### config.mk
export PLATFORM = sky130hd
export DESIGN_NAME = control_unit
export DESIGN_NICKNAME = d
export VERILOG_FILES = /design/src/rtl/sap1_pkg.sv /design/src/rtl/ring_counter.sv /design/src/rtl/control_unit.sv
export SDC_FILE = /design/constraint.sdc
export NUM_CORES = 1
export LEC_CHECK = 0
export CAP_MARGIN = 25
export CORE_UTILIZATION = 39
export CTS_BUF_LIST = sky130_fd_sc_hd__clkbuf_16
export DETAILED_ROUTE_END_ITERATION = 8
export PLACE_DENSITY = 0.92
export SYNTH_ARGS = -nofsm -noshare
export SYNTH_HDL_FRONTEND = slang
export SYNTH_SLANG_ARGS = --single-unit
### constraint.sdc
create_clock -name clk -period 2.38 [get_ports clk]
set_input_delay 0.357 -clock clk [delete_from_list [all_inputs] [get_ports clk]]
set_output_delay 0.357 -clock clk [all_outputs]
set_load 0.05 [all_outputs]
### src/rtl/sap1_pkg.sv
// ============================================================================
// sap1_pkg
// Shared opcode, T-state and control-word bit index constants for the SAP-1.
// Rev 1.0
// ============================================================================
`default_nettype none

package sap1_pkg;

    localparam int OPCODE_W = 4;
    localparam int TS_W     = 6;

    typedef enum logic [OPCODE_W-1:0] {
        OP_LDA = 4'b0000,
        OP_ADD = 4'b0001,
        OP_SUB = 4'b0010,
        OP_AND = 4'b0011,
        OP_OR  = 4'b0100,
        OP_XOR = 4'b0101,
        OP_NOT = 4'b0110,
        OP_OUT = 4'b1110,
        OP_HLT = 4'b1111
    } opcode_e;

    localparam logic [TS_W-1:0] T1 = 6'b000001;
    localparam logic [TS_W-1:0] T2 = 6'b000010;
    localparam logic [TS_W-1:0] T3 = 6'b000100;
    localparam logic [TS_W-1:0] T4 = 6'b001000;
    localparam logic [TS_W-1:0] T5 = 6'b010000;
    localparam logic [TS_W-1:0] T6 = 6'b100000;

    localparam int CW_CP  = 0;
    localparam int CW_EP  = 1;
    localparam int CW_LM  = 2;
    localparam int CW_CE  = 3;
    localparam int CW_LI  = 4;
    localparam int CW_EI  = 5;
    localparam int CW_LA  = 6;
    localparam int CW_EA  = 7;
    localparam int CW_LB  = 8;
    localparam int CW_LO  = 9;
    localparam int CW_EU  = 10;
    localparam int CW_ADD = 11;
    localparam int CW_SUB = 12;
    localparam int CW_AND = 13;
    localparam int CW_OR  = 14;
    localparam int CW_XOR = 15;
    localparam int CW_NOT = 16;
    localparam int CW_W   = 17;

endpackage

`default_nettype wire

### src/rtl/ring_counter.sv
// ============================================================================
// ring_counter
// Six-bit one-hot T-state ring with synchronous reset, enable and freeze.
// Rev 1.0
// ============================================================================
`default_nettype none

module ring_counter
    import sap1_pkg::*;
(
    input  logic            clk,
    input  logic            rst,
    input  logic            en,
    input  logic            freeze,
    output logic [TS_W-1:0] state
);

    always_ff @(posedge clk) begin
        if (rst) begin
            state <= T1;
        end else if (en && !freeze) begin
            state <= {state[TS_W-2:0], state[TS_W-1]};
        end
    end

endmodule

`default_nettype wire

### src/rtl/control_unit.sv
// ============================================================================
// control_unit
// SAP-1 controller-sequencer: T-state ring, opcode decode, halt flag.
// Optional logic opcodes (AND/OR/XOR/NOT) enabled by SAP1_LOGIC_OPS_EN.
// Rev 1.0
// ============================================================================
`default_nettype none

module control_unit
    import sap1_pkg::*;
#(
    parameter int OPC_W = 4
) (
    input  logic             clk,
    input  logic             rst,
    input  logic             run,
    input  logic [OPC_W-1:0] ir_opcode,
    output logic             Cp,
    output logic             Ep,
    output logic             Lm,
    output logic             CE,
    output logic             Li,
    output logic             Ei,
    output logic             La,
    output logic             Ea,
    output logic             Lb,
    output logic             Lo,
    output logic             Eu,
    output logic             Add,
    output logic             Sub,
    output logic             AndOp,
    output logic             OrOp,
    output logic             XorOp,
    output logic             NotOp,
    output logic             hlt,
    output logic [TS_W-1:0]  t_state
);

    logic            halt_set;
    logic            active;
    logic [CW_W-1:0] cw;

    // The halting edge must also freeze the ring so T4 is held, not T5.
    assign halt_set = run && !hlt && (t_state == T4) && (ir_opcode == OP_HLT);
    assign active   = run && !rst && !hlt;

    ring_counter u_ring (
        .clk    (clk),
        .rst    (rst),
        .en     (run),
        .freeze (hlt | halt_set),
        .state  (t_state)
    );

    always_ff @(posedge clk) begin
        if (rst) begin
            hlt <= 1'b0;
        end else if (halt_set) begin
            hlt <= 1'b1;
        end
    end

    always_comb begin
        cw = '0;
        if (active) begin
            case (t_state)
                T1: begin
                    cw[CW_EP] = 1'b1;
                    cw[CW_LM] = 1'b1;
                end
                T2: cw[CW_CP] = 1'b1;
                T3: begin
                    cw[CW_CE] = 1'b1;
                    cw[CW_LI] = 1'b1;
                end
                T4: begin
                    case (ir_opcode)
                        OP_LDA, OP_ADD, OP_SUB: begin
                            cw[CW_EI] = 1'b1;
                            cw[CW_LM] = 1'b1;
                        end
`ifdef SAP1_LOGIC_OPS_EN
                        OP_AND, OP_OR, OP_XOR: begin
                            cw[CW_EI] = 1'b1;
                            cw[CW_LM] = 1'b1;
                        end
`endif
                        OP_OUT: begin
                            cw[CW_EA] = 1'b1;
                            cw[CW_LO] = 1'b1;
                        end
                        default: ;
                    endcase
                end
                T5: begin
                    case (ir_opcode)
                        OP_LDA: begin
                            cw[CW_CE] = 1'b1;
                            cw[CW_LA] = 1'b1;
                        end
                        OP_ADD, OP_SUB: begin
                            cw[CW_CE] = 1'b1;
                            cw[CW_LB] = 1'b1;
                        end
`ifdef SAP1_LOGIC_OPS_EN
                        OP_AND, OP_OR, OP_XOR: begin
                            cw[CW_CE] = 1'b1;
                            cw[CW_LB] = 1'b1;
                        end
`endif
                        default: ;
                    endcase
                end
                T6: begin
                    case (ir_opcode)
                        OP_ADD: {cw[CW_EU], cw[CW_ADD], cw[CW_LA]} = 3'b111;
                        OP_SUB: {cw[CW_EU], cw[CW_SUB], cw[CW_LA]} = 3'b111;
`ifdef SAP1_LOGIC_OPS_EN
                        OP_AND: {cw[CW_EU], cw[CW_AND], cw[CW_LA]} = 3'b111;
                        OP_OR:  {cw[CW_EU], cw[CW_OR],  cw[CW_LA]} = 3'b111;
                        OP_XOR: {cw[CW_EU], cw[CW_XOR], cw[CW_LA]} = 3'b111;
                        OP_NOT: {cw[CW_EU], cw[CW_NOT], cw[CW_LA]} = 3'b111;
`endif
                        default: ;
                    endcase
                end
                default: ;
            endcase
        end
    end

    assign Cp    = cw[CW_CP];
    assign Ep    = cw[CW_EP];
    assign Lm    = cw[CW_LM];
    assign CE    = cw[CW_CE];
    assign Li    = cw[CW_LI];
    assign Ei    = cw[CW_EI];
    assign La    = cw[CW_LA];
    assign Ea    = cw[CW_EA];
    assign Lb    = cw[CW_LB];
    assign Lo    = cw[CW_LO];
    assign Eu    = cw[CW_EU];
    assign Add   = cw[CW_ADD];
    assign Sub   = cw[CW_SUB];
    assign AndOp = cw[CW_AND];
    assign OrOp  = cw[CW_OR];
    assign XorOp = cw[CW_XOR];
    assign NotOp = cw[CW_NOT];

endmodule

`default_nettype wire

## Yosys cells after proc, flatten, opt, wreduce, memory -nomap -nowiden

Index checks and enable logic that the tools add are counted.
W data, S select, Z words.

| storage, ports and cells | value |
|---|---|
| flip-flop bits (word level) | 7 |
| latch bits | 0 |
| memory bits (writable) | 0 |
| ROM bits | 0 |
| input bits | 7 |
| output and inout bits | 24 |
| logic and storage cells | 42 |
| memories | 0 |

| cells by class | value |
|---|---|
| $add $sub $neg | 0 |
| multipliers | 0 |
| divide/modulo/power cells | 0 |
| magnitude comparators | 0 |
| eq/ne operators | 10 |
| shifts and indexed selects | 0 |
| multiplexer cells | 17 |
| bitwise operators | 1 |
| reductions and logical operators | 12 |

Operators with widths:

| kind | number |
|---|---|
| $mux W13 | 1 |
| $mux W1 | 12 |
| $eq A4 B4 Y1 const B | 2 |
| $eq A6 B1 Y1 const B | 1 |
| $eq A6 B2 Y1 const B | 1 |
| $eq A6 B3 Y1 const B | 1 |
| $eq A6 B4 Y1 const B | 1 |
| $eq A6 B5 Y1 const B | 1 |
| $eq A6 B6 Y1 const B | 1 |
| $logic_and A1 B1 Y1 | 6 |
| $pmux W1 S2 | 3 |
| $eq A4 B1 Y1 const B | 1 |
| $eq A4 B2 Y1 const B | 1 |
| $logic_not A4 Y1 | 1 |
| $logic_not A1 Y1 | 3 |
| $mux W3 | 1 |
| $reduce_or A3 Y1 | 1 |
| $reduce_or A2 Y1 | 1 |
| $or A1 B1 Y1 | 1 |

## Logic depth before layout (Yosys ltp)

Gate-level depths: netlist (run 1).

| logic depth | value |
|---|---|
| depth after elaboration | 7 |
| mapped depth | 4 |
| mapped depth without buffers | 3 |

## Cells and area by module

From an unflattened synthesis (run 1), not the netlist that was laid out.

| unflattened totals | value |
|---|---|
| cells, all modules | 68 |
| area, all modules | 599.3 sq um |

By module, submodules not included:

| module | times used | cells an instance | area an instance (sq um) | sequential area each (sq um) |
|---|---|---|---|---|
| control_unit | 1 | 46 | 357.8 | 20.0 |
| ring_counter | 1 | 22 | 241.5 | 120.1 |

## Least setup slack after synthesis (run 1)

No wires, ideal clock.

| timing path | value |
|---|---|
| kind | reg2out |
| from | register u_ring.state[2] |
| to | output Lo |
| arrival time | 2.628 ns |
| path slack | -0.605 ns |
| stages on the path, launching flop included | 5 |
| buffers on the path | 1 |
| cells stage by stage | dfxtp_1 > or4_4 > or2_4 > nor4_2 > buf_4 |

| between the ends | value |
|---|---|
| cells in the longest elaborated chain, start to end | 3 |

RTL lines:

| element | line | source |
|---|---|---|
| start: declaration | ring_counter.sv:15 | `output logic [TS_W-1:0] state` |
| start signal: assignment | ring_counter.sv:22 | `state <= {state[TS_W-2:0], state[TS_W-1]};` |
| $eq A6 B4 Y1 | control_unit.sv:66 | `case (t_state)` |
| $mux W1 | control_unit.sv:66 |  |
| $mux W13 | control_unit.sv:65 | `if (active) begin` |
| end: declaration | control_unit.sv:27 | `output logic Lo,` |

No other way between the ends.

## Final worst setup path (run 1)

| timing path | value |
|---|---|
| from | input rst |
| to | output Add |

| between the ends | value |
|---|---|
| cells in the longest elaborated chain, start to end | 4 |

RTL lines:

| element | line | source |
|---|---|---|
| start: declaration | control_unit.sv:15 | `input logic rst,` |
| $logic_not A1 Y1 | control_unit.sv:45 | `assign active = run && !rst && !hlt;` |
| $logic_and A1 B1 Y1 (2 in series) | control_unit.sv:45 |  |
| $mux W13 | control_unit.sv:65 |  |
| end: declaration | control_unit.sv:29 | `output logic Add,` |

No other way between the ends.

==> results of run 1 <==
==> power by group <==
part           leakage [uW]  internal (uW)  switching (uW)
sequential        0.0000573            123            12.2
clock             0.0000423            219            70.5
combinational      0.000296           46.2            75.8
total              0.000395            388             159
==> flip-flops by register name (all words and copies together) (netlist names) <==
| signal | count |
|---|---|
| u_ring.state | 6 |
| hlt | 1 |
==> synth_stat cells <==
cell type	count
nand2_1	12
a21oi_1	5
dfxtp_1	7
nor2_1	8
nor4_1	1
or2_4	1
or2b_1	1
or3_1	1
nor4b_2	1
xnor2_1	1
conb_1	1
or4_4	1
buf_4	5
nand4b_1	5
o32ai_1	2
o311ai_1	1
nor3_1	2
clkbuf_1	1
o21ai_0	1
nor3b_1	2
o22ai_1	1
nand2b_1	4
inv_1	2
and4_1	1
nor2b_1	2
nand3b_1	2
or2_2	1
nor4_2	1
==> routing by layer <==
layer  vias up  GRT usage, %  part of all wire, %  wire (um)
met5         -             0                    0          0
met3         4         4.545                  9.1        178
met2        50         45.42                   51       1002
met1       304         30.80                   38        747
met4         0         19.83                  1.7         34
li1        316             -                    -          -
==> area by class of cell <==
type | count | area, um2
Multi-Input combinational cell | 61 | 406.6
Fill cell | 78 | 234.0
Clock buffer | 3 | 75.07
Timing Repair Buffer | 29 | 415.4
Clock inverter | 1 | 3.754
Inverter | 2 | 7.507
Tap cell | 15 | 18.77
Sequential cell | 7 | 140.1
==> worst reg2reg max path: cells and delay by family, from the launching register on <==
kind / cells / cell delay [ns]
AOI/OAI and AO/OA: 1 / 0.14
DFF: 1 / 0.38
and+or+nand+nor: 2 / 0.86
==> worst paths after layout <==
path,start,to,slack (ns),cells past startpoint
setup / recovery,rst,Add,0.08,5
hold / removal,u_ring.state[1]$_SDFFE_PP0P_,u_ring.state[2]$_SDFFE_PP0P_,0.57,2
setup reg to reg,u_ring.state[2]$_SDFFE_PP0P_,u_ring.state[3]$_SDFFE_PP0P_,0.89,3
hold reg to reg,u_ring.state[1]$_SDFFE_PP0P_,u_ring.state[2]$_SDFFE_PP0P_,0.57,2
==> through the flow <==
stage | hold WS, ns | util, % | total power, uW | setup WS [ns] | instance area [um2]
floorplan | 0.5261 | - | 210.9 | -0.2405 | 580.6
global placement | 0.5212 | 74.62 | 248.6 | 0.1437 | 970.9
detailed placement | 0.5309 | 74.62 | 251.8 | 0.02662 | 970.9
CTS | 0.5571 | 81.35 | 543.1 | 0.07333 | 1059
global route | 0.5978 | 82.02 | 555.9 | 0.02598 | 1067
finish | 0.5698 | 82.02 | 546.9 | 0.07774 | 1067
==> timing repair <==
item	4_1_cts	5_1_grt
endpoints found under the hold margin	0	0
gates resized for setup	1	2
setup buffers	0	0
pin swaps	0	3
gates cloned	0	0
setup endpoints to repair	1	2
==> cells by family (layout without fill, tap and decap cells) <==
group	after synthesis	in the layout	share of synthesized area [%]
AO/OA/AOI/OAI	10	10	11.52
XOR/XNOR	1	1	1.613
buffers and inverters	8	35	8.987
flip-flops	7	7	25.81
other	1	4	0.6906
AND/OR/NAND/NOR	46	46	51.38
==> results.ini, run 1 <==
[run_status]
outcome = completed

[global_routing]
antenna_found_initial = 0
grt_pass1_vias = 594
grtUsageTotal_pct = 27.23
grt_pass1_wl_mm = 2.711
grt_max_degree = 11
grt-ovfl-total = 0

[finish]
finalNonFillerCells = 118
final_common_cell = buf_12
area_growth_pct = 96.54
layout_common_cells = buf_12 (13), nand2_1 (12), clkdlybuf4s50_1 (12)
drive_gt1_share_pct = 27.18
diodes = 0
nNetsFinal = 111

[timing]
fin_skew_ns = 0.0008980
setup_viol = 0
min_period_over_period_pct = 96.73
maxClockFrequency_ghz = 0.4344
fin_crit_ns = 2.302
finalSetupTns_ns = 0
maxSlewHeadroom_pct = 66.87
hold_viol_final = 0
drv_slew = 0
rsz0062_at_grt = no
worst_pin_slew_ns = 0.4953

[clock_tree]
holdBufCountCts = 0
root_buffer = clkbuf_16
clkTransAtPathRegs_ns = 0.04
cts_tree = done
clockBufferDepth = 2
cts.sinks = 7
clk_latency_ns = 0.23
cts_max_level = 1
cts_buffers = 3

[worst_setup_path]
cp-start-kind = input port
worst_setup_path_end_kind = output port
crit_path_max_incr_delay_ns = 0.50
path_class = input port to output port
critPathSlowestCell = clkdlybuf4s50_1
cp_max_fo = 3
crit_family = simple AND/OR/NAND/NOR gates
arrival_ns = 1.95
required_ns = 2.02
path_cells = clkdlybuf4s50_1 -> nor4b_4 -> nand4b_1 -> nor3b_2 -> buf_12
critPathBufInv = 2

[route]
antenna_left = 0
post_drt_via_cell_ratio = 5.712
drt_pass1_iterations = 4
vias = 674
wire_per_inst_um = 16.62
wl_mm = 1.961
drc = 0
drt_iter0_markers = 27

[synth]
synth_top_area_share_pct = 25.81
ys_ff_latch = 7
synth.distinct_cells = 28
avgSynthCellArea_um2 = 7.439
yosys-top-cells-area = dfxtp_1 (26%), nand2_1 (8.3%), nand4b_1 (8.1%)
seq_area_frac_synth_pct = 25.81
synthesis.area_um2 = 543.0
synthCells = 73
yosys_warnings = 0
yosysTopAreaCell = dfxtp_1

[floorplan]
initial_core_util_pct = 41.73
std_cell_rows = 13
die_area_um2 = 1546
die-height_um = 39.32
pin_count = 31
core_um2 = 1301
fp.dieW_um = 39.32

[min_path]
min_path_type = register to register

[pwr]
power_density_nw_per_um2 = 512.4
peakVddDrop_v = 0.0005565
p_leak_uw = 0.0003952

[placed_design]
dp.cells = 114
gp_congestion = 0.7833
dp_hpwl_mm = 1.257
port_buffers = 26

[flow_run]
cap_violations = 0

No activity file was read; power rests on OpenSTA's default activity.
==> inputs of run 2 (changes only) <==
- ABC_AREA: default -> 1
- CORE_UTILIZATION: 39 -> 46
- CTS_BUF_LIST: sky130_fd_sc_hd__clkbuf_16 -> sky130_fd_sc_hd__clkbuf_2 sky130_fd_sc_hd__clkbuf_4 sky130_fd_sc_hd__clkbuf_8
- PLACE_DENSITY: 0.92 -> 0.95
==> run 2 against run 1 <==
Area after synthesis increased by 27%. Non-clock buffer count decreased by 3. Clock power decreased by 58%. Setup slack improved by 0.15 ns. Critical path type unchanged. Largest cell class is now multi-input gates. Largest power group is now combinational logic.
==> results.ini, run 2 <==
[global_routing]
grt_pass1_wl_mm = 2.415  ; was 2.711 mm
antenna_found_initial = 0  ; unchanged
grt_max_degree = 10  ; was 11
grtUsageTotal_pct = 22.38  ; was 27.23%
grt_pass1_vias = 608  ; was 594
grt-ovfl-total = 0  ; unchanged

[finish]
diodes = 0  ; unchanged
drive_gt1_share_pct = 36.00  ; was 27.18%
area_growth_pct = 61.84  ; was 96.54%
finalNonFillerCells = 140  ; was 118
regMostFlops = u_ring.state  ; unchanged
largestRegisters = u_ring.state x6, hlt x1  ; unchanged
largest_register_ffs = 6  ; unchanged
fill_cells = 92  ; was 78
final_common_cell = inv_1  ; was buf_12
layout_common_cells = inv_1 (17), nand2_1 (15), clkdlybuf4s50_1 (13), buf_12 (13), nor2_1 (11)  ; was buf_12 (13), nand2_1 (12), clkdlybuf4s50_1 (12)
nNetsFinal = 133  ; was 111

[clock_tree]
cts_buffers = 3  ; unchanged
cts_max_level = 1  ; unchanged
clk_latency_ns = 0.26  ; was 0.23 ns
holdBufCountCts = 0  ; unchanged
root_buffer = clkbuf_4  ; was clkbuf_16
cts-resized-gates = 0  ; was 1
cts.sinks = 7  ; unchanged
clockBufferDepth = 2  ; unchanged
post-cts-setup-buffer-count = 0  ; unchanged
cts_tree = done  ; unchanged
clkTransAtPathRegs_ns = 0.05  ; was 0.04 ns

[synth]
yosys_warnings = 0  ; unchanged
synthesis.area_um2 = 691.9  ; was 543.0 um2
avgSynthCellArea_um2 = 7.133  ; was 7.439 um2
seq_area_frac_synth_pct = 20.25  ; was 25.81%
synth_edf_count = 0  ; unchanged
synth_common_cells = inv_1 (17), nand2_1 (15), nor2_1 (11), dfxtp_1 (7), nand3_1 (6)  ; was nand2_1 (12), nor2_1 (8), dfxtp_1 (7)
synthMuxAreaShare_pct = 1.447  ; was 0%
yosys.area_share.simple_pct = 55.70  ; was 51.38%
synth.distinct_cells = 24  ; was 28
async_reset_ff_share_pct = 0  ; unchanged
synth_top_area_share_pct = 20.25  ; was 25.81%
yosysTopAreaCell = dfxtp_1  ; unchanged
synth.most_common_cell = inv_1  ; was nand2_1
ys_ff_latch = 7  ; unchanged
synthAdderAreaFrac_pct = 0  ; unchanged
synthCells = 97  ; was 73
yosys-top-cells-area = dfxtp_1 (20%), inv_1 (9.2%), nand2_1 (8.1%)  ; was dfxtp_1 (26%), nand2_1 (8.3%), nand4b_1 (8.1%)
synth_top_family_by_area = simple AND/OR/NAND/NOR gates  ; unchanged
synthXorXnorAreaFrac_pct = 0  ; was 1.613%
synth_ff_type = dfxtp_1  ; unchanged
synth_compound_area_share_pct = 6.329  ; was 11.52%

[timing]
setup_viol = 0  ; unchanged
maxClockFrequency_ghz = 0.4638  ; was 0.4344 GHz
min_period_over_period_pct = 90.60  ; was 96.73%
fin_crit_ns = 2.156  ; was 2.302 ns
finalSetupTns_ns = 0  ; unchanged
hold_viol_final = 0  ; unchanged
rsz0062_at_grt = no  ; unchanged
drv_slew = 0  ; unchanged
fin_skew_ns = 0.001015  ; was 0.0008980 ns

[placed_design]
port_buffers = 26  ; unchanged
dp.cells = 136  ; was 114
gp_congestion = 0.8297  ; was 0.7833
dp_hpwl_mm = 1.317  ; was 1.257 mm

[worst_setup_path]
arrival_ns = 1.80  ; was 1.95 ns
path_class = input port to output port  ; unchanged
cp-start-kind = input port  ; unchanged
rrSetupSlack_ns = 1.09  ; was 0.89 ns
cp_max_fo = 9  ; was 3
required_ns = 2.02  ; about the same
worst_setup_path_end_kind = output port  ; unchanged

[pwr]
power.internal_uw = 252.6  ; was 388.4 uW
peakVddDrop_v = 0.0003495  ; was 0.0005565 V
power_density_nw_per_um2 = 371.4  ; was 512.4 nW/um2
p_sw_uw = 163.3  ; was 158.5 uW
p_seq_share_pct = 32.3  ; was 24.7%
swShare_pct = 39.26  ; was 28.98%
p_leak_uw = 0.0005231  ; was 0.0003952 uW
combPwrFrac_pct = 38.1  ; was 22.3%
pwr-share-clk_pct = 29.6  ; was 53.0%

[route]
wl_met3_um = 103  ; was 178 um
wire_per_inst_um = 11.17  ; was 16.62 um
drt_iter0_markers = 22  ; was 27
drc = 0  ; unchanged
wl_met1_um = 618  ; was 747 um
antenna_left = 0  ; unchanged
post_drt_via_cell_ratio = 5.057  ; was 5.712
wl_met2_um = 810  ; was 1.002 mm
vias = 708  ; was 674
top_layer = met4  ; unchanged
wl_mm = 1.564  ; was 1.961 mm
drt_pass1_iterations = 4  ; unchanged

[floorplan]
die_area_um2 = 1663  ; was 1546 um2
core_um2 = 1350  ; was 1301 um2
pin_count = 31  ; unchanged
fp.dieW_um = 40.79  ; was 39.32 um
die-height_um = 40.79  ; was 39.32 um
initial_core_util_pct = 51.25  ; was 41.73%
std_cell_rows = 13  ; unchanged

[min_path]
min_path_type = register to register  ; unchanged

[flow_run]
cap_violations = 0  ; unchanged

[run_status]
outcome = completed  ; unchanged

[run 2: path summary, 6_finish.rpt]
check	endpoint	startpoint	cells past startpoint
hold reg to reg	hlt$_SDFFE_PP0P_	hlt$_SDFFE_PP0P_	2
setup / recovery	Lm	run	8
setup reg to reg	u_ring.state[2]$_SDFFE_PP0P_	u_ring.state[3]$_SDFFE_PP0P_	7
hold / removal	hlt$_SDFFE_PP0P_	hlt$_SDFFE_PP0P_	2
[run 2: layout make-up]
class                   instances  area [um2]  share of cell area (%)
repair buffers                 26       390.4                   34.86
well taps                      15       18.77                   1.676
flip-flops and latches          7       140.1                   12.51
clock buffers                   4       30.03                   2.682
inverters                      19       71.32                   6.369
multi-input cells              69       469.2                   41.90
[run 2: critical path: stages]
cell and delay (ns):
clkdlybuf4s50_1 0.45, inv_1 0.08, nor2_8 0.18, nand2_4 0.12, nor2_8 0.13, nand2_1 0.08, o22ai_1 0.22, buf_12 0.18
[run 2: per-stage QoR]
step / worst slack (ns) / utilization [%] / power, uW / hold slack, ns / area [um2]
2_1_floorplan: 0.005243 / - / 253.1 / 0.4261 / 718.2
3_3_place_gp: 0.2308 / 80.72 / 290.6 / 0.5321 / 1090
6_report: 0.2238 / 82.95 / 415.9 / 0.5472 / 1120
3_5_place_dp: 0.2212 / 80.72 / 294.0 / 0.5389 / 1090
4_1_cts: 0.2175 / 82.95 / 418.3 / 0.5536 / 1120
5_1_grt: 0.07486 / 82.95 / 435.8 / 0.5677 / 1120
[run 2: routing by layer]
metal | vias up | GRT usage (%)
met5 | - | 0
met2 | 34 | 42.58
met4 | 0 | 12.50
met3 | 5 | 3.804
met1 | 324 | 22.30
li1 | 345 | -
[run 2: cell families after synthesis]
family	after synthesis
simple gates	59
mux	1
other cells	1
buf+inv	24
flops	7
compound gates	5
[run 2: power groups by stage]
stage	clock network [uW]	logic [uW]	registers, uW
CTS	126	158	134
global route	132	169	135
finish	123	158	134
floorplan	0	93.4	160
global placement	0	154	136
detailed placement	0	157	137
==> inputs of run 3 (changes only) <==
--- a/constraint.sdc
+++ b/constraint.sdc
@@ -3,2 +3,2 @@
 set_output_delay 0.357 -clock clk [all_outputs]
-set_load 0.05 [all_outputs]
+set_load 0.01 [all_outputs]
==> run 3 against run 2 <==
Sequential share of layout area increased by 1.3 points. Hold slack got worse by 0.0034 ns. Cell count increased by 2.9%. Critical path depth decreased by 1. Register-to-register slack improved by 0.05 ns. Clock skew decreased by 0.00068 ns. Routed wire length increased by 6.1%. Setup slack got worse by 0.081 ns. Largest power group is now registers.
==> results.ini, run 3 (synthesis gave the netlist of run 2 again) <==
[route]
drc = 0  ; unchanged
drt_iter0_markers = 9  ; was 22
wl_mm = 1.660  ; was 1.564 mm
vias = 697  ; was 708
antenna_left = 0  ; unchanged
wire_per_inst_um = 11.53  ; was 11.17 um
drt_pass1_iterations = 4  ; unchanged
post_drt_via_cell_ratio = 4.840  ; was 5.057

[placed_design]
dp.cells = 140  ; was 136
dp_hpwl_mm = 1.313  ; was 1.317 mm
port_buffers = 26  ; unchanged
gp_congestion = 0.9018  ; was 0.8297

[floorplan]
die-height_um = 40.79  ; unchanged
die_area_um2 = 1663  ; unchanged
initial_core_util_pct = 51.25  ; unchanged
std_cell_rows = 13  ; unchanged
pin_count = 31  ; unchanged
core_um2 = 1350  ; unchanged
fp.dieW_um = 40.79  ; unchanged

[finish]
largestRegisters = u_ring.state x6, hlt x1  ; unchanged
seq_area_um2 = 140.1  ; unchanged
drive_gt1_share_pct = 27.91  ; was 36.00%
layout_common_cells = inv_1 (17), nand2_1 (15), clkdlybuf4s50_1 (15)  ; was inv_1 (17), nand2_1 (15), clkdlybuf4s50_1 (13), buf_12 (13), nor2_1 (11)
final_common_cell = inv_1  ; unchanged
regMostFlops = u_ring.state  ; unchanged
largest_register_ffs = 6  ; unchanged
fill_cells = 120  ; was 92
multi_input_area_um2 = 460.4  ; was 469.2 um2
post-route-util_pct = 75.25  ; was 82.95%
finalNonFillerCells = 144  ; was 140
area_growth_pct = 46.83  ; was 61.84%
nNetsFinal = 137  ; was 133
diodes = 0  ; unchanged

[clock_tree]
cts.sinks = 7  ; unchanged
cts_max_level = 1  ; unchanged
holdBufCountCts = 0  ; unchanged
cts_tree = done  ; unchanged
clockBufferDepth = 2  ; unchanged
clkTransAtPathRegs_ns = 0.05  ; about the same
cts_buffers = 3  ; unchanged
clk_latency_ns = 0.26  ; about the same
root_buffer = clkbuf_4  ; unchanged

[worst_setup_path]
reg2regPathDepth = 6  ; was 7
path_cells = clkdlybuf4s50_1 -> inv_1 -> nor2_8 -> nand2_4 -> buf_4 -> nor2_1 -> clkdlybuf4s50_1  ; was clkdlybuf4s50_1 -> inv_1 -> nor2_8 -> nand2_4 -> nor2_8 -> nand2_1 -> o22ai_1 -> buf_12
crit_path_max_incr_delay_ns = 0.55  ; was 0.45 ns
critPathBufInv = 4  ; was 3
arrival_ns = 1.88  ; was 1.80 ns
path_class = input port to output port  ; unchanged
required_ns = 2.02  ; about the same
cp-start-kind = input port  ; unchanged
cp_max_fo = 3  ; was 9
crit_family = buffers and inverters  ; unchanged
critPathSlowestCell = clkdlybuf4s50_1  ; unchanged
critical_path_cell_count = 7  ; was 8
critPathMostFrequentCell = clkdlybuf4s50_1  ; was nor2_8
worst_setup_path_end_kind = output port  ; unchanged

[global_routing]
grtUsageTotal_pct = 21.48  ; was 22.38%
grt_max_degree = 9  ; was 10
grt_pass1_vias = 603  ; was 608
antenna_found_initial = 0  ; unchanged
grt-ovfl-total = 0  ; unchanged
grt_pass1_wl_mm = 2.325  ; was 2.415 mm

[flow_run]
cap_violations = 0  ; unchanged

[pwr]
p_sw_uw = 122.3  ; was 163.3 uW
pwr-share-clk_pct = 32.5  ; was 29.6%
peakVddDrop_v = 0.0004175  ; was 0.0003495 V
swShare_pct = 32.72  ; was 39.26%
p_seq_share_pct = 36.0  ; was 32.3%
p_leak_uw = 0.0005951  ; was 0.0005231 uW
power.internal_uw = 251.4  ; was 252.6 uW
combPwrFrac_pct = 31.5  ; was 38.1%
power_density_nw_per_um2 = 367.8  ; was 371.4 nW/um2

[min_path]
holdPathStages = 2  ; unchanged
min_path_type = register to register  ; unchanged

[timing]
fin_skew_ns = 0.0003386  ; was 0.001015 ns
holdWs_ns = 0.5438  ; was 0.5472 ns
drv_slew = 0  ; unchanged
maxClockFrequency_ghz = 0.4470  ; was 0.4638 GHz
fin_crit_ns = 2.237  ; was 2.156 ns
setup_viol = 0  ; unchanged
hold_viol_final = 0  ; unchanged
finalSetupTns_ns = 0  ; unchanged
rsz0062_at_grt = no  ; unchanged
min_period_over_period_pct = 94.00  ; was 90.60%

[run_status]
outcome = completed  ; unchanged

[run 3: path summary, 6_finish.rpt]
kind	slack, ns	startpoint	endpoint
hold / removal	0.54	hlt$_SDFFE_PP0P_	hlt$_SDFFE_PP0P_
setup / recovery	0.14	run	Ep
hold reg to reg	0.54	hlt$_SDFFE_PP0P_	hlt$_SDFFE_PP0P_
setup reg to reg	1.14	u_ring.state[5]$_SDFFE_PP0P_	u_ring.state[2]$_SDFFE_PP0P_
[run 3: tightest hold or removal path: cells and delay by family (launching register included)]
family                 cells  cell delay (ns)
AOI/OAI and AO/OA          1             0.06
buffers and inverters      1             0.07
DFF                        1             0.36
[run 3: cell type report]
cell class	instances	area share [%]
multi-input cells	69	45.32
repair buffers	30	29.06
flip-flops and latches	7	13.79
inverters	19	7.020
clock buffers	4	2.956
well taps	15	1.847
[run 3: per-stage QoR]
step	setup WS (ns)	total power [uW]	instance area [um2]
2_1_floorplan	0.6258	212.5	703.2
3_3_place_gp	-0.004490	249.9	974.7
3_5_place_dp	-0.05097	253.8	974.7
4_1_cts	0.009617	379.1	1003
5_1_grt	0.07219	394.8	1016
6_report	0.1427	373.7	1016
[run 3: power groups by stage]
| stage | registers, uW | logic [uW] | clock network [uW] |
|---|---|---|---|
| after detailed placement | 137 | 117 | 0 |
| after global placement | 136 | 114 | 0 |
| after global routing | 136 | 129 | 131 |
| after floorplan | 139 | 73.6 | 0 |
| after CTS | 135 | 118 | 127 |
| final | 135 | 118 | 122 |
[run 3: repair_timing]
item / CTS / global route
gates resized for setup: 7 / 5
setup buffers: 0 / 0
setup endpoints to repair: 8 / 5
[run 3: per-layer routing]
metal	vias to the layer above	track usage, %	share of wire, %
li1	352	-	-
met3	7	2.174	5.7
met1	305	21.97	41
met5	-	0	0
met2	33	40.23	51
met4	0	14.17	2.4
==> variant 1 (settings of run 3) <==
The option `SAP1_LOGIC_OPS_EN` is turned on by a define.
--- a/src/rtl/control_unit.sv
+++ b/src/rtl/control_unit.sv
@@ -5,6 +5,8 @@
 // Rev 1.0
 // ============================================================================
 `default_nettype none
+
+`define SAP1_LOGIC_OPS_EN
 
 module control_unit
     import sap1_pkg::*;
Formal check against the unedited RTL: not equivalent (a bounded check fails within 4 cycles, from zero or initial values and one cycle with rst high).
==> variant 1 against run 3 <==
Final cell count up 7.6%; setup slack got worse by 18 ps; clock power down 4%; routed wire length rose by 17%; synthesized area shrank 12%; power is 3.3% lower; sequential cell count is the same; design area increased by 1.6%.
==> variant 1: results (changes against run 3) <==
Status -> finished clean
Layout filler cell count -> 75 (-38%)
Area growth from synthesis to layout -> 69.06%
Fin cells -> 155 (+7.6%)
Share of the synthesized area in the top cell type -> 0.2295 (+0.02698)
Routability Congestion -> 0.8484 (-5.9%)
Cell Area, Placed -> 965.9 um2 (-0.90%)
H-Tree Level Count -> 1 (unchanged)
Max clock buf depth -> 2 (unchanged)
PostCTS Resize Cnt -> 9 (+2)
GR met3 Demand/Resource -> 0.04070 (+0.01896)
Number of I/O port buffers -> 30 (+15%)
Measured slew at the worst slew-check pin -> 291.0 ps
Mux cell area share after synthesis -> 0.01639 (+0.001927)
Met1 usage -> 0.2933 (+0.07361)
Largest net degree at the start of global routing -> 8 (-1)
Hold Path End -> u_ring.state[3]
XOR/XNOR Fraction of Synth Area -> 0 (unchanged)
Synth Area in Compound Gates -> 0.04918 (-0.01411)
First-pass DRT Iterations -> 6 (+2)
Total clock buffers created by CTS -> 3 (unchanged)
Reg clk slew, reported paths -> 50 ps (about the same)
Regs by FF count -> u_ring.state: 6 flops, hlt: 1 flops
Via count of the first global-routing pass -> 756 (+25%)
Worst-Skew Late Latency -> 250 ps
Critical-path cell with the highest stage delay -> clkdlybuf4s50_1
Worst Reg-to-Reg Cells -> 7 (+1)
Seq/Total Area, Yosys -> 0.2295 (+0.02698)
Max incr delay on CP -> 540 ps
DR WL/cell -> 12.54 um (+8.8%)
FMAX -> 443.4 MHz (-0.79%)
Crit path max fanout -> 5 (+2)
Hold depth -> 2 (unchanged)
Synthesized instance count -> 101 (+4.1%)
DP Wirelength -> 1460 um (+11%)
Top cells by area, synth -> dfxtp_1, nor2_1, nand2_1
Leak Pwr -> 0.6454 nW (+8.4%)
Reg-to-reg setup timing slack -> 1060 ps (-80 ps)
Cell-internal power -> 0.2484 mW (-1.2%)
GR Layer Usage met2 -> 0.6102 (+0.2078)
Hold Slack -> 526.6 ps (-17.23 ps)
Clk root buf -> clkbuf_4
FFs w/ async S/R, synth -> 0 (unchanged)
FF-to-FF End -> u_ring.state[1]
Post-synth top cells -> nor2_1, nand2_1, inv_1, nand3_1, dfxtp_1
Peak supply drop -> 300.4 uV (-28%)
Via count -> 828 (+19%)
Layout cells sized above 1 -> 0.1915 (-0.08758)
All-layer global routing usage -> 0.3047 (+0.08987)
Placed insts -> 150 (+7.1%)
Unique masters post-synth -> 22 (-8.3%)
Clock skew -> 1.085 ps (+0.7461 ps)
Hold_sp -> u_ring.state[3]
Crit path DAT -> 1900 ps (+20 ps)
Ant diodes -> 0 (unchanged)
Launching point of the worst reg2reg path -> u_ring.state[3]
Initial DRC count -> 14 (+5)
Pre-CTS setup slack -> -172.3 ps (-121.3 ps)
First-pass GRT wire length -> 3125 um (+34%)
variant 1: power by group through the flow:
stage               logic, mW  registers [mW]  clock network, mW
finish                  0.109           0.135              0.117
global placement        0.101           0.136                  0
global route            0.118           0.136              0.130
floorplan              0.0533           0.138                  0
detailed placement      0.105           0.136                  0
CTS                     0.107           0.134              0.120
variant 1: final cells by class:
cell class / count / share of cell area
clock buffer: 4 / 0.02909
inverter: 16 / 0.06303
multi-input combinational: 77 / 0.4000
sequential: 7 / 0.1358
tap: 14 / 0.01697
timing repair buffer: 37 / 0.3552
variant 1: worst max path at each step:
stage / from / end / cells past startpoint
after floorplan: run / Lo / 5
after global placement: ir_opcode[1] / Ea / 5
after detailed placement: ir_opcode[1] / Lo / 5
after CTS: run / CE / 8
after global routing: run / Ei / 8
final: run / Ei / 8
variant 1: per-layer routing:
metal,wire length (um),up-vias
met5,0,-
met4,23,0
met3,70,4
met2,1080,36
met1,770,386
li1,-,402
==> variant 2 (config.mk and constraints of run 3) <==
Made on the original files. Add an input register stage for `run` and `ir_opcode`; this delays them by one clock.
--- a/src/rtl/control_unit.sv
+++ b/src/rtl/control_unit.sv
@@ -36,18 +36,26 @@
     output logic [TS_W-1:0]  t_state
 );
 
+    logic run_q;
+    logic [OPC_W-1:0] ir_opcode_q;
+
+    always_ff @(posedge clk) begin
+        run_q       <= run;
+        ir_opcode_q <= ir_opcode;
+    end
+
     logic            halt_set;
     logic            active;
     logic [CW_W-1:0] cw;
 
     // The halting edge must also freeze the ring so T4 is held, not T5.
-    assign halt_set = run && !hlt && (t_state == T4) && (ir_opcode == OP_HLT);
-    assign active   = run && !rst && !hlt;
+    assign halt_set = run_q && !hlt && (t_state == T4) && (ir_opcode_q == OP_HLT);
+    assign active   = run_q && !rst && !hlt;
 
     ring_counter u_ring (
         .clk    (clk),
         .rst    (rst),
-        .en     (run),
+        .en     (run_q),
         .freeze (hlt | halt_set),
         .state  (t_state)
     );
@@ -74,7 +82,7 @@
                     cw[CW_LI] = 1'b1;
                 end
                 T4: begin
-                    case (ir_opcode)
+                    case (ir_opcode_q)
                         OP_LDA, OP_ADD, OP_SUB: begin
                             cw[CW_EI] = 1'b1;
                             cw[CW_LM] = 1'b1;
@@ -93,7 +101,7 @@
                     endcase
                 end
                 T5: begin
-                    case (ir_opcode)
+                    case (ir_opcode_q)
                         OP_LDA: begin
                             cw[CW_CE] = 1'b1;
                             cw[CW_LA] = 1'b1;
@@ -112,7 +120,7 @@
                     endcase
                 end
                 T6: begin
-                    case (ir_opcode)
+                    case (ir_opcode_q)
                         OP_ADD: {cw[CW_EU], cw[CW_ADD], cw[CW_LA]} = 3'b111;
                         OP_SUB: {cw[CW_EU], cw[CW_SUB], cw[CW_LA]} = 3'b111;
 `ifdef SAP1_LOGIC_OPS_EN
Function: changed (Yosys sat finds a counterexample within 4 cycles, from zero or initial values and one cycle with rst high).
==> variant 2 against run 3 <==
Count of clock-buffer cells in the layout did not move; setup slack got worse by 66 ps; die area rose by 8.6%; critical path type unchanged; design area rose by 4.4%; sequential power rose by 67%; sequential cell count rose by 5; via count rose by 9.3%; routed wire length rose by 0.18%; power rose by 31%; synthesized area rose by 9.0%.
==> variant 2: results (changes against run 3) <==
Status -> finished clean
Regs by FF count -> u_ring.state: 6 flops, ir_opcode_q: 4 flops
Initial DRC count -> 20 (+11)
Clk network pwr share -> 0.323 (-0.002)
Clk root buf -> clkbuf_4
Via count -> 762 (+9.3%)
Hold Path End -> ir_opcode_q[1]
Clock skew -> 5.083 ps (+4.744 ps)
Leak Pwr -> 0.5128 nW (-14%)
Worst-Skew Late Latency -> 270 ps
Post-layout net count -> 142 (+3.6%)
Syn avg cell area -> 7.185 um2 (+0.73%)
Cell-internal power -> 0.3515 mW (+40%)
Post-synth top cells -> inv_1, nand2_1, dfxtp_1, nand3_1, nor2_1
Placed insts -> 146 (+4.3%)
Reg-to-reg setup timing slack -> 1180 ps (+40 ps)
Peak supply drop -> 410.6 uV (-1.7%)
Seq/Total Area, Yosys -> 0.3184 (+0.1159)
Final WL -> 1663 um (+0.18%)
Hold Slack -> 525.0 ps (-18.86 ps)
Seq pwr -> 0.226 mW (+67%)
Max clock buf depth -> 2 (unchanged)
Top cells by area, synth -> dfxtp_1, inv_1, nand2_1
FF-to-FF End -> u_ring.state[4]
Layout filler cell count -> 115 (-4.2%)
First-pass GRT wire length -> 2711 um (+17%)
Remaining DRCs -> 0 (unchanged)
Cell Area, Placed -> 0.001016 mm2 (+4.2%)
DP Wirelength -> 1342 um (+2.2%)
Pre-CTS setup slack -> -31.78 ps (+19.19 ps)
Hold depth -> 1 (-1)
Via count of the first global-routing pass -> 678 (+12%)
Worst Reg-to-Reg Cells -> 7 (+1)
Hold_sp -> ir_opcode[1]
DR WL/cell -> 11.09 um (-3.8%)
Crit path max fanout -> 7 (+4)
Hold Crit Class -> input pin to flop
Switching fraction of total power -> 0.2802 (-0.04702)
Reg clk slew, reported paths -> 80 ps (+30 ps)
Layout cells sized above 1 -> 0.2164 (-0.06265)
Launching point of the worst reg2reg path -> u_ring.state[4]
All-layer global routing usage -> 0.1943 (-0.02055)
Routability Congestion -> 0.8075 (-10%)
Unique masters post-synth -> 23 (-4.2%)
PostCTS Resize Cnt -> 1 (-6)
Crit path DAT -> 1950 ps (+70 ps)
## variant 2: cell count changes after synthesis, moves of 3 or more
cell / run 3 / this run
dfxtp_1: 7 / 12
or2_2: 3 / 0
nor2_4: 5 / 2
nand3_1: 6 / 10
nor2_2: 5 / 9
## variant 2: how the worst max path moves through the flow
stage | startpoint | slack [ps] | to | depth (start not counted)
2_1_floorplan | hlt | 660 | Lo | 4
3_3_place_gp | rst | 120 | Ea | 5
3_5_place_dp | rst | -30 | Ea | 5
4_1_cts | rst | 70 | Lb | 7
5_1_grt | rst | 20 | Add | 7
6_report | rst | 80 | CE | 7
## variant 2: kinds of logic (layout without fill, tap and decap cells)
group	count (synthesis)	in the layout	share of synthesized area
other cells	1	4	0.004970
flops	12	12	0.3184
compound gates	4	4	0.04809
mux	1	1	0.01327
simple gates	60	60	0.4561
buf+inv	27	53	0.1592
## variant 2: critical path, stage by stage
cell and delay (ps):
clkdlybuf4s50_1 440, inv_1 130, nand2_4 90, nor3_2 160
nand3b_1 140, o21ai_1 90, clkdlybuf4s50_1 540
## variant 2: routing by layer
metal	up-vias	track usage	share of wire
met5	-	0	0
met4	0	0.1000	0.016
met3	4	0.01724	0.061
met2	38	0.3600	0.52
met1	342	0.2160	0.40
li1	378	-	-
## variant 2: layout make-up
| type | count | area, um2 | area share |
|---|---|---|---|
| Clock buffer | 4 | 36.28 | 0.03420 |
| Inverter | 22 | 82.58 | 0.07783 |
| Tap cell | 16 | 20.02 | 0.01887 |
| Sequential cell | 12 | 240.2 | 0.2264 |
| Timing Repair Buffer | 27 | 270.3 | 0.2547 |
| Multi-Input combinational cell | 69 | 411.6 | 0.3880 |
